`config.mk`:
```
export PLATFORM = sky130hd
export DESIGN_NAME = jtpopeye_objdma
export DESIGN_NICKNAME = d
export VERILOG_FILES = /design/src/rtl/jtpopeye_pkg.sv /design/src/rtl/jtpopeye_edge.sv /design/src/rtl/jtpopeye_objdma.sv
export SDC_FILE = /design/constraint.sdc
export NUM_CORES = 1
export LEC_CHECK = 0
export ABC_CLOCK_PERIOD_IN_PS = 2200
export CAP_MARGIN = 20
export CORE_MARGIN = 1
export CORE_UTILIZATION = 50
export DETAILED_ROUTE_END_ITERATION = 10
export DONT_BUFFER_PORTS = 1
export GPL_TIMING_DRIVEN = 0
export HOLD_SLACK_MARGIN = 0.06
export PLACE_DENSITY_LB_ADDON = 0.1
export SLEW_MARGIN = 40
export SYNTH_ARGS = -nofsm -noshare
export SYNTH_HDL_FRONTEND = slang
export SYNTH_SLANG_ARGS = --single-unit
```
`constraint.sdc`:
```
create_clock -name clk -period 2.2 [get_ports clk]
set_clock_uncertainty 0.2 [all_clocks]
set_input_delay 0.33 -clock clk [delete_from_list [all_inputs] [get_ports clk]]
set_output_delay 0.33 -clock clk [all_outputs]
set_load 0.1 [all_outputs]
```
`src/rtl/jtpopeye_pkg.sv`:
```
// Shared state encoding and defaults for the Popeye object DMA slice.
package jtpopeye_pkg;

    localparam int OBJ_LEN = 160;

    typedef enum logic [2:0] {
        ST_IDLE,
        ST_REQ,
        ST_RD,
        ST_CAP,
        ST_WR,
        ST_REL
    } objdma_state_t;

endpackage

```
`src/rtl/jtpopeye_edge.sv`:
```
// Clock-enable gated rising-edge detector for blanking and similar strobes.
module jtpopeye_edge (
    input  logic clk,
    input  logic rst_n,
    input  logic cen,
    input  logic sig,
    output logic rise
);

    logic sig_l;

    always_ff @(posedge clk or negedge rst_n) begin
        if (!rst_n)
            sig_l <= 1'b0;
        else if (cen)
            sig_l <= sig;
    end

    assign rise = sig & ~sig_l;

endmodule

```
`src/rtl/jtpopeye_objdma.sv`:
```
// Object DMA: copies the sprite table from CPU work RAM into object RAM at
// vertical blank, holding the CPU bus through a BUSRQ/BUSAK handshake.
module jtpopeye_objdma
    import jtpopeye_pkg::*;
#(
    parameter int LEN = OBJ_LEN,
    parameter int SAW = 12,
    parameter int DW  = 8
) (
    input  logic           clk,
    input  logic           rst_n,
    input  logic           pxl2_cen,
    input  logic           VB,
    input  logic           dma_trig,
    input  logic [SAW-9:0] dma_page,
    output logic           busrq_n,
    input  logic           busak_n,
    output logic [SAW-1:0] src_addr,
    input  logic [DW-1:0]  src_din,
    output logic [7:0]     obj_addr,
    output logic [DW-1:0]  obj_dout,
    output logic           obj_we,
    output logic           dma_busy
);

    localparam logic [7:0] LAST = 8'(LEN - 1);

    objdma_state_t  state, state_nx;
    logic           armed, arm_now, vb_rise;
    logic [SAW-9:0] page_l;
    logic [7:0]     idx, idx_nx, obj_addr_nx;
    logic [SAW-1:0] src_addr_nx;
    logic [DW-1:0]  obj_dout_nx;
    logic           busrq_nx, we_r, we_nx;

    jtpopeye_edge u_vb_edge (
        .clk   (clk),
        .rst_n (rst_n),
        .cen   (pxl2_cen),
        .sig   (VB),
        .rise  (vb_rise)
    );

    // Arming is sampled every clk; an arm in the same clk as the VB rise counts.
    assign arm_now = dma_trig & ~armed & (state == ST_IDLE);

    always_ff @(posedge clk or negedge rst_n) begin
        if (!rst_n) begin
            armed  <= 1'b0;
            page_l <= '0;
        end else if (pxl2_cen && state == ST_REL) begin
            armed  <= 1'b0;
        end else if (arm_now) begin
            armed  <= 1'b1;
            page_l <= dma_page;
        end
    end

    always_ff @(posedge clk or negedge rst_n) begin
        if (!rst_n) begin
            state    <= ST_IDLE;
            busrq_n  <= 1'b1;
            src_addr <= '0;
            obj_addr <= '0;
            obj_dout <= '0;
            we_r     <= 1'b0;
            idx      <= '0;
        end else if (pxl2_cen) begin
            state    <= state_nx;
            busrq_n  <= busrq_nx;
            src_addr <= src_addr_nx;
            obj_addr <= obj_addr_nx;
            obj_dout <= obj_dout_nx;
            we_r     <= we_nx;
            idx      <= idx_nx;
        end
    end

    // Losing BUSAK mid-copy holds RD/CAP/WR in place; a held WR replays its write on reacquire.
    always_comb begin
        state_nx    = state;
        busrq_nx    = busrq_n;
        src_addr_nx = src_addr;
        obj_addr_nx = obj_addr;
        obj_dout_nx = obj_dout;
        we_nx       = we_r;
        idx_nx      = idx;
        case (state)
            ST_IDLE: if ((armed | arm_now) && vb_rise) begin
                state_nx = ST_REQ;
                busrq_nx = 1'b0;
                idx_nx   = '0;
            end
            ST_REQ: if (!busak_n) state_nx = ST_RD;
            ST_RD: if (!busak_n) begin
                src_addr_nx = {page_l, idx};
                state_nx    = ST_CAP;
            end
            ST_CAP: if (!busak_n) begin
                obj_dout_nx = src_din;
                obj_addr_nx = idx;
                we_nx       = 1'b1;
                state_nx    = ST_WR;
            end
            ST_WR: if (!busak_n) begin
                we_nx = 1'b0;
                if (idx == LAST) begin
                    state_nx = ST_REL;
                end else begin
                    idx_nx   = idx + 8'd1;
                    state_nx = ST_RD;
                end
            end
            ST_REL: begin
                busrq_nx = 1'b1;
                state_nx = ST_IDLE;
            end
            default: state_nx = ST_IDLE;
        endcase
    end

    assign obj_we   = we_r & ~busak_n;
    assign dma_busy = armed | (state != ST_IDLE);

endmodule

```
### Yosys cells after proc, flatten, opt, wreduce, memory -nomap -nowiden

Index checks and enable logic that the tools add are counted.

| operators by class | value |
|---|---|
| reductions and logical operators | 15 |
| mux-type cells | 18 |
| $add $sub $neg | 1 |
| bitwise logic cells | 10 |
| eq/ne operators | 12 |

Operators by type and width:

| cell | count |
|---|---|
| $mux W8 | 3 |
| $mux W3 | 6 |
| $pmux W8 S2 | 1 |
| $pmux W3 S5 | 1 |
| $ne A2 B2 Y1 const B | 5 |
| $reduce_and A3 Y1 | 3 |
| $add A8 B1 Y8 const B | 1 |
| $eq A8 B8 Y1 const B | 1 |
| $reduce_bool A2 Y1 | 4 |
| $eq A3 B2 Y1 const B | 2 |
| $eq A3 B3 Y1 const B | 2 |
| $reduce_and A6 Y1 | 1 |
| $mux W1 | 5 |
| $reduce_and A5 Y1 | 1 |
| $and A1 B1 Y1 | 4 |
| $not A1 Y1 | 4 |
| $pmux W1 S2 | 2 |
| $reduce_and A4 Y1 | 1 |
| $eq A3 B1 Y1 const B | 1 |
| $logic_not A3 Y1 | 1 |
| $reduce_bool A3 Y1 | 1 |
| $logic_and A1 B1 Y1 | 2 |
| $ne A2 B1 Y1 const B | 1 |
| $or A1 B1 Y1 | 2 |
| $reduce_and A2 Y1 | 1 |

| word-level totals | value |
|---|---|
| logic and storage cells | 66 |
| flip-flop bits (word level) | 47 |
| input port bits | 18 |
| output and inout port bits | 31 |

### Longest topological paths before layout

Gate-level depths: netlist of run 1.

| depth | value |
|---|---|
| depth after elaboration | 7 |
| mapped depth | 6 |
| mapped depth without buffers | 5 |

### Cells and area by module

Synthesis of run 1 repeated with hierarchy kept, for this count alone.

| unflattened totals | value |
|---|---|
| cells, all modules | 168 |
| area total of the unflattened synthesis | 2,142.1 um^2 |

Modules (own cells, without submodules):

| module | area an instance (um^2) | sequential area each (um^2) | cells an instance | times used |
|---|---|---|---|---|
| jtpopeye_objdma | 2,095.8 | 1,152.4 | 165 | 1 |
| jtpopeye_edge | 46.3 | 25.0 | 3 | 1 |

### Least setup slack after synthesis of run 1

OpenSTA, ideal clock, no wires.

| timing | value |
|---|---|
| kind | input port to output port |
| from | input port busak_n |
| to | output port obj_we |
| data required time | 1.670 ns |
| path slack | -0.166 ns |
| path buffers | 1 |
| stages | 2 |
| data arrival time | 1.836 ns |
| cells stage by stage | clkbuf_1 nor2b_1 |

| between the ends | value |
|---|---|
| cells in the longest elaborated chain, start to end | 2 |

RTL lines:

| what | line | RTL |
|---|---|---|
| start: declaration | jtpopeye_objdma.sv:17 | `input logic busak_n,` |
| $not A1 Y1 (no source line) | - |  |
| $and A1 B1 Y1 | jtpopeye_objdma.sv:122 | `assign obj_we = we_r & ~busak_n;` |
| end: declaration | jtpopeye_objdma.sv:22 | `output logic obj_we,` |

No other way between the ends.

### Worst setup path in the final report of run 1

| timing | value |
|---|---|
| from | register state[2] |
| to | output port dma_busy |

| between the ends | value |
|---|---|
| cells in the longest elaborated chain, start to end | 2 |

RTL lines:

| what | line | RTL |
|---|---|---|
| start: declaration | jtpopeye_objdma.sv:28 | `objdma_state_t state, state_nx;` |
| start signal: assignment | jtpopeye_objdma.sv:69 | `state <= state_nx;` |
| $reduce_bool A3 Y1 | jtpopeye_objdma.sv:123 | `assign dma_busy = armed \| (state != ST_IDLE);` |
| $or A1 B1 Y1 | jtpopeye_objdma.sv:123 |  |
| end: declaration | jtpopeye_objdma.sv:23 | `output logic dma_busy` |

No other way between the ends.

==> results of run 1 <==
==> timing repair <==
item	in CTS	in global routing
endpoints found under the setup margin	1	3
resized for setup	1	2
hold endpoints to repair	61	0
hold buffers	16	0
==> power breakdown <==
| group | total (W) | switching (W) | internal (W) |
|---|---|---|---|
| clock | 0.000597 | 0.000264 | 0.000333 |
| sequential | 0.00244 | 0.00134 | 0.00110 |
| combinational | 0.000627 | 0.000321 | 0.000306 |
==> cells by family (layout without fill, tap and decap cells) <==
| logic type | after synthesis | after routing | share of synthesized area (%) |
|---|---|---|---|
| DFF | 47 | 47 | 56.28 |
| and+or+nand+nor | 39 | 39 | 10.47 |
| AOI/OAI and AO/OA | 36 | 36 | 12.56 |
| muxes | 31 | 31 | 16.69 |
| buffers and inverters | 13 | 37 | 3.409 |
| adders and majority gates | 1 | 1 | 0.5980 |
==> layout make-up <==
class                      instances  area [um2]  share of cell area (%)
buffer                             9       56.30                   2.260
clock buffer                       6       72.57                   2.913
clock inverter                     1       30.03                   1.205
inverter                           4       15.01                  0.6027
multi-input combinational        107       863.3                   34.66
sequential                        47        1210                   48.57
tap                               50       62.56                   2.511
timing repair buffer              17       181.4                   7.283
==> through the flow <==
| step | util, % | instance area [um2] | instances | total power, W | hold WS, ns |
|---|---|---|---|---|---|
| floorplan | - | 2095 | 167 | 0.002867 | -0.1656 |
| global placement | 53.93 | 2157 | 217 | 0.002970 | -0.1645 |
| detailed placement | 54.05 | 2162 | 217 | 0.003003 | -0.1645 |
| CTS | 61.12 | 2445 | 240 | 0.003652 | 0.1043 |
| global route | 62.28 | 2491 | 241 | 0.003843 | 0.1373 |
| finish | 62.28 | 2491 | 241 | 0.003663 | 0.1211 |
==> state kept, by name, indices dropped and copies added (netlist names) <==
signal	flops
armed	1
state	3
u_vb_edge.sig_l	1
idx	8
busrq_n	1
obj_addr	8
obj_dout	8
page_l	4
we_r	1
src_addr	12
==> cell usage in the layout (no fill, tap or decap), types with 2 or more instances in the layout <==
master,count
clkbuf_8,5
o211ai_2,2
buf_4,3
mux2_2,31
o21ai_0,9
a21oi_1,6
clkbuf_1,4
nor4b_1,2
nand3_1,3
dlygate4sd3_1,15
inv_1,4
dfrtp_2,26
buf_2,3
nor2_1,8
nand2_1,9
o211ai_1,2
nand2b_1,3
a41oi_1,3
a31oi_1,6
dfrtp_1,20
==> Yosys cell counts, types with 2 or more instances <==
cell       n  share of area, %
o211ai_2   2               1.2
a31oi_1    6               1.8
buf_4      3               1.1
o21ai_0    9               2.2
nor2_1     8               1.4
nand2_1   10               1.8
inv_1      4              0.72
a21oi_1    6               1.4
nand3_1    4              0.96
nor4b_1    2              0.84
a41oi_1    3               1.3
mux2_2    31                17
nor2b_1    2              0.60
o211ai_1   2              0.72
nand2b_1   3              0.90
dfrtp_1   46                55
clkbuf_1   2              0.36
buf_2      3              0.72
==> metal layers <==
metal	global-route usage, %	wire (um)	up-vias
met2	31.06	1884	42
met3	6.678	228	7
met4	7.979	64	0
met1	24.89	1687	670
li1	-	-	648
met5	0	0	-
==> critical path: stages, from the launching register on <==
cell	delay, ns
dfrtp_1	0.41
clkbuf_1	0.36
nor2_1	0.16
nand2_4	0.28
==> worst max path at each step <==
| stage | to | depth (start not counted) |
|---|---|---|
| after floorplan | dma_busy | 3 |
| after global placement | src_addr[2]$_DFFE_PN0P_ | 5 |
| after detailed placement | src_addr[3]$_DFFE_PN0P_ | 5 |
| after CTS | dma_busy | 3 |
| after global routing | src_addr[1]$_DFFE_PN0P_ | 4 |
| final | dma_busy | 3 |
==> metrics.yaml, run 1 <==
start_util_pct: 52.30
viasPerCell: 5.672
path_class: "reg -> out"
cp-end-kind: "output pin"
cts_root_buf: "clkbuf_8"
routedWlPerCell_um: 16.03
antenna_found_initial: 0
drtIter0Drc: 100
cts_made_buffers: 5
worst_pin_slew_ns: 0.8958
drt_first_pass_iters: 6
rsz0062_at_grt: "no"
regToRegStartpoint: "idx[0]$_DFFE_PN0P_"
fillers: 326
synth_cells: 167
antenna_cells: 0
dieArea_um2: 4447
io_pins: 49
fp.dieW_um: 66.69
crit_path_start_kind: "register"
insertion_delay_ns: 0.29
area_growth_pct: 19.08
cts_tree: "yes"
required_ns: 1.67
grt_use_total_pct: 19.78
ff2ff_setup_slack_ns: 0.20
grt_pass1_wl_mm: 6.403
async_flop_share_pct: 100.0
status: "completed"
syn_nets: 186
min_path_type: "in -> reg"
power.density_nw_per_um2: 1470
std_cell_rows: 23
hold_viol_final: 0
cts_buffer_depth: 2
coreArea_um2: 4000
syn_area_per_cell_um2: 12.53
syn_area_um2: 2092
cts.sink_count: 47
setup_viol_count_final: 0
route.detailed.drc: 0
synth-main-ff-cell: "dfrtp_1"
postCtsSetupBuffers: 0
r2r_end: "idx[1]$_DFFE_PN0P_"
htreeDepth: 2
fin_tns_setup_ns: 0
crit_fanout: 10
setup_slack_ns: 0.1658
maxSlewHeadroom_pct: 40.28
gp_congestion: 0.7661
fin_nets: 210
die_h_um: 66.69
grt-ovfl-total: 0
postRouteAntennaNets: 0
min_period_ns: 2.034
hpwl_mm: 2.627
dp_worst_setup_slack_ns: 0.07229
drv_cap: 0
hold_path_end: "state[2]$_DFFE_PN0P_"
critPathLaunch: "state[2]$_DFFE_PN0P_"
fmax_mhz: 491.6
worstHoldStart: "pxl2_cen"
min_path_cells: 2
ys_seq_area_share_pct: 56.28
via_count: 1367
peakVddDrop_v: 0.001103
p_leak_nw: 1.066
grt_max_degree: 48
drive_gt1_share_pct: 43.46
synth.distinct_cells: 39
arrival_ns: 1.50
drt_wl_total_mm: 3.864
placement.io_buffers: 0
path_clk_slew_ns: 0.08
r2r_cells: 5
synth_edf_count: 0
slew_violations: 0
grt_pass1_vias: 1389
ys_warn_count: 0
ys_ff_latch: 47
min_period_over_period_pct: 92.47
Power figures use the tool's default switching activity.
==> run 2: changes to the inputs <==
--- a/config.mk
+++ b/config.mk
@@ -13,7 +13,6 @@
 export DONT_BUFFER_PORTS = 1
 export GPL_TIMING_DRIVEN = 0
 export HOLD_SLACK_MARGIN = 0.06
-export PLACE_DENSITY_LB_ADDON = 0.1
 export SLEW_MARGIN = 40
 export SYNTH_ARGS = -nofsm -noshare
 export SYNTH_HDL_FRONTEND = slang
==> run 2 against run 1 <==
Largest cell class unchanged. Register-to-register slack lost 0.06 ns. Power shrank 1.3%. Combinational power shrank 0.6%.
==> metrics.yaml, run 2 (same netlist as run 1, synthesis figures left out) <==
arrival_ns: 1.55  # +0.05 ns
p_comb_share_pct: 17.2  # about the same
largest_reg_flops: 12  # unchanged
antenna_found_initial: 0  # unchanged
min_period_over_period_pct: 94.64  # +2.2 points
drt_wl_total_mm: 3.981  # +3.0%
route.detailed.drc: 0  # unchanged
grt_use_total_pct: 20.76  # +0.98 points
insertion_delay_ns: 0.31  # +0.02 ns
dieArea_um2: 4447  # unchanged
min_path_cells: 2  # unchanged
path_clk_slew_ns: 0.09  # about the same
rsz0062_at_grt: "no"
placement.io_buffers: 0  # unchanged
drive_gt1_share_pct: 43.46  # unchanged
r2r_end: "idx[1]$_DFFE_PN0P_"
path_buf_inv: 1  # unchanged
postRouteAntennaNets: 0  # unchanged
path_cells: "clkbuf_1 > nor2_1 > nand2_4"
min_path_type: "in -> reg"
routedWlPerCell_um: 16.52  # +3.0%
coreArea_um2: 4000  # unchanged
clkPwrFrac_pct: 15.4  # -0.9 points
via_count: 1376  # +0.66%
ff2ff_setup_slack_ns: 0.14  # -0.06 ns
path_class: "reg -> out"
worst_pin_slew_ns: 0.8913  # -0.004587 ns
cts_root_buf: "clkbuf_8"
crit_fanout: 10  # unchanged
fin_cells: 241  # unchanged
stdcell_area_um2: 2477  # -0.55%
viasPerCell: 5.710  # +0.66%
cp_top_family: "simple AND/OR/NAND/NOR gates"
peakVddDrop_v: 0.0008803  # -20%
slowest_delay_ns: 0.41  # about the same
cts_buffer_depth: 2  # unchanged
drv_cap: 0  # unchanged
hold_viol_final: 0  # unchanged
status: "completed"
power_switching_w: 0.001962  # +1.9%
start_util_pct: 52.30  # unchanged
cp-end-kind: "output pin"
fillers: 333  # +2.1%
fin_nets: 209  # -0.48%
cts.sink_count: 47  # unchanged
grt_max_degree: 48  # unchanged
crit_path_start_kind: "register"
pwr-share-seq_pct: 67.4  # +0.8 points
grt-ovfl-total: 0  # unchanged
final_common_cell: "mux2_2"
setup_viol_count_final: 0  # unchanged
critPathSlowestCell: "dfrtp_1"
drtIter0Drc: 123  # +23%
layout_common_cells: "mux2_2 (31), dfrtp_2 (25), dfrtp_1 (21)"
grt_pass1_wl_mm: 6.624  # +3.5%
postCtsSetupBuffers: 0  # unchanged
dp_cells: 217  # unchanged
p_int_w: 0.001652  # -4.9%
std_cell_rows: 23  # unchanged
slew_violations: 0  # unchanged
power.density_nw_per_um2: 1459  # -0.78%
netSwitchingFraction_pct: 54.30  # +1.7 points
hold_path_end: "state[2]$_DFFE_PN0P_"
die_h_um: 66.69  # unchanged
htreeDepth: 2  # unchanged
antenna_cells: 0  # unchanged
critPathLaunch: "state[2]$_DFFE_PN0P_"
cts_made_buffers: 5  # unchanged
gp_congestion: 0.7952  # +3.8%
area_growth_pct: 18.42
fin_tns_setup_ns: 0  # unchanged
fmax_mhz: 480.3  # -2.3%
maxSlewHeadroom_pct: 40.58  # +0.31 points
regMostFlops: "src_addr"
p_leak_nw: 1.061  # -0.47%
cts_tree: "yes"
drt_first_pass_iters: 4  # -2
io_pins: 49  # unchanged
r2r_cells: 5  # unchanged
min_period_ns: 2.082  # +0.04788 ns
worstHoldStart: "pxl2_cen"
required_ns: 1.67  # about the same
fp.dieW_um: 66.69  # unchanged
hpwl_mm: 2.654  # +1.0%
grt_pass1_vias: 1381  # -0.58%
place_area_um2: 2162  # unchanged
regToRegStartpoint: "idx[0]$_DFFE_PN0P_"
==> run 2: worst max-delay path by stage <==
stage                              end  slack [ns]  cells after the start
6_report                      dma_busy        0.12                      3
5_1_grt             idx[1]$_DFFE_PN0P_        0.01                      5
4_1_cts                       dma_busy        0.10                      3
3_5_place_dp                  dma_busy        0.10                      3
3_3_place_gp   src_addr[1]$_DFFE_PN0P_        0.14                      5
2_1_floorplan                 dma_busy        0.32                      3
==> run 2: timing repair <==
| action | CTS | global route |
|---|---|---|
| endpoints found under the setup margin | 1 | 0 |
| resized for setup | 2 | 0 |
| hold buffers | 16 | 0 |
| hold endpoints to repair | 61 | 0 |
==> run 2: metrics by stage <==
| step | util (%) | hold WS [ns] | power, W | setup slack [ns] |
|---|---|---|---|---|
| 2_1_floorplan | - | -0.1656 | 0.002867 | 0.3232 |
| 3_3_place_gp | 53.93 | -0.1647 | 0.002969 | 0.1435 |
| 3_5_place_dp | 54.05 | -0.1646 | 0.003011 | 0.1041 |
| 4_1_cts | 61.15 | 0.1035 | 0.003607 | 0.1034 |
| 5_1_grt | 61.93 | 0.1167 | 0.003753 | 0.01248 |
| 6_report | 61.93 | 0.1004 | 0.003614 | 0.1179 |
==> run 2: metal layers <==
layer  part of all wire, %  global-route usage, %  up-vias
li1                      -                      -      656
met5                     0                      0        -
met2                    49                  33.21       43
met3                   5.7                  4.795        7
met1                    43                  26.16      670
met4                   2.0                  10.37        0
==> run 2: final cells by class <==
class	count	area, um2	area share, %
Tap cell	50	62.56	2.525
Multi-Input combinational cell	107	858.3	34.65
Clock buffer	6	82.58	3.333
Buffer	9	56.30	2.273
Inverter	4	15.01	0.6061
Timing Repair Buffer	16	177.7	7.172
Clock inverter	2	16.27	0.6566
Sequential cell	47	1209	48.79
==> run 2: power groups by stage <==
stage	logic, W	clock network, W	registers [W]
after floorplan	0.000495	0	0.00237
after global placement	0.000559	0	0.00241
after detailed placement	0.000584	0	0.00243
after CTS	0.000633	0.000565	0.00241
after global routing	0.000691	0.000594	0.00247
final	0.000623	0.000556	0.00244
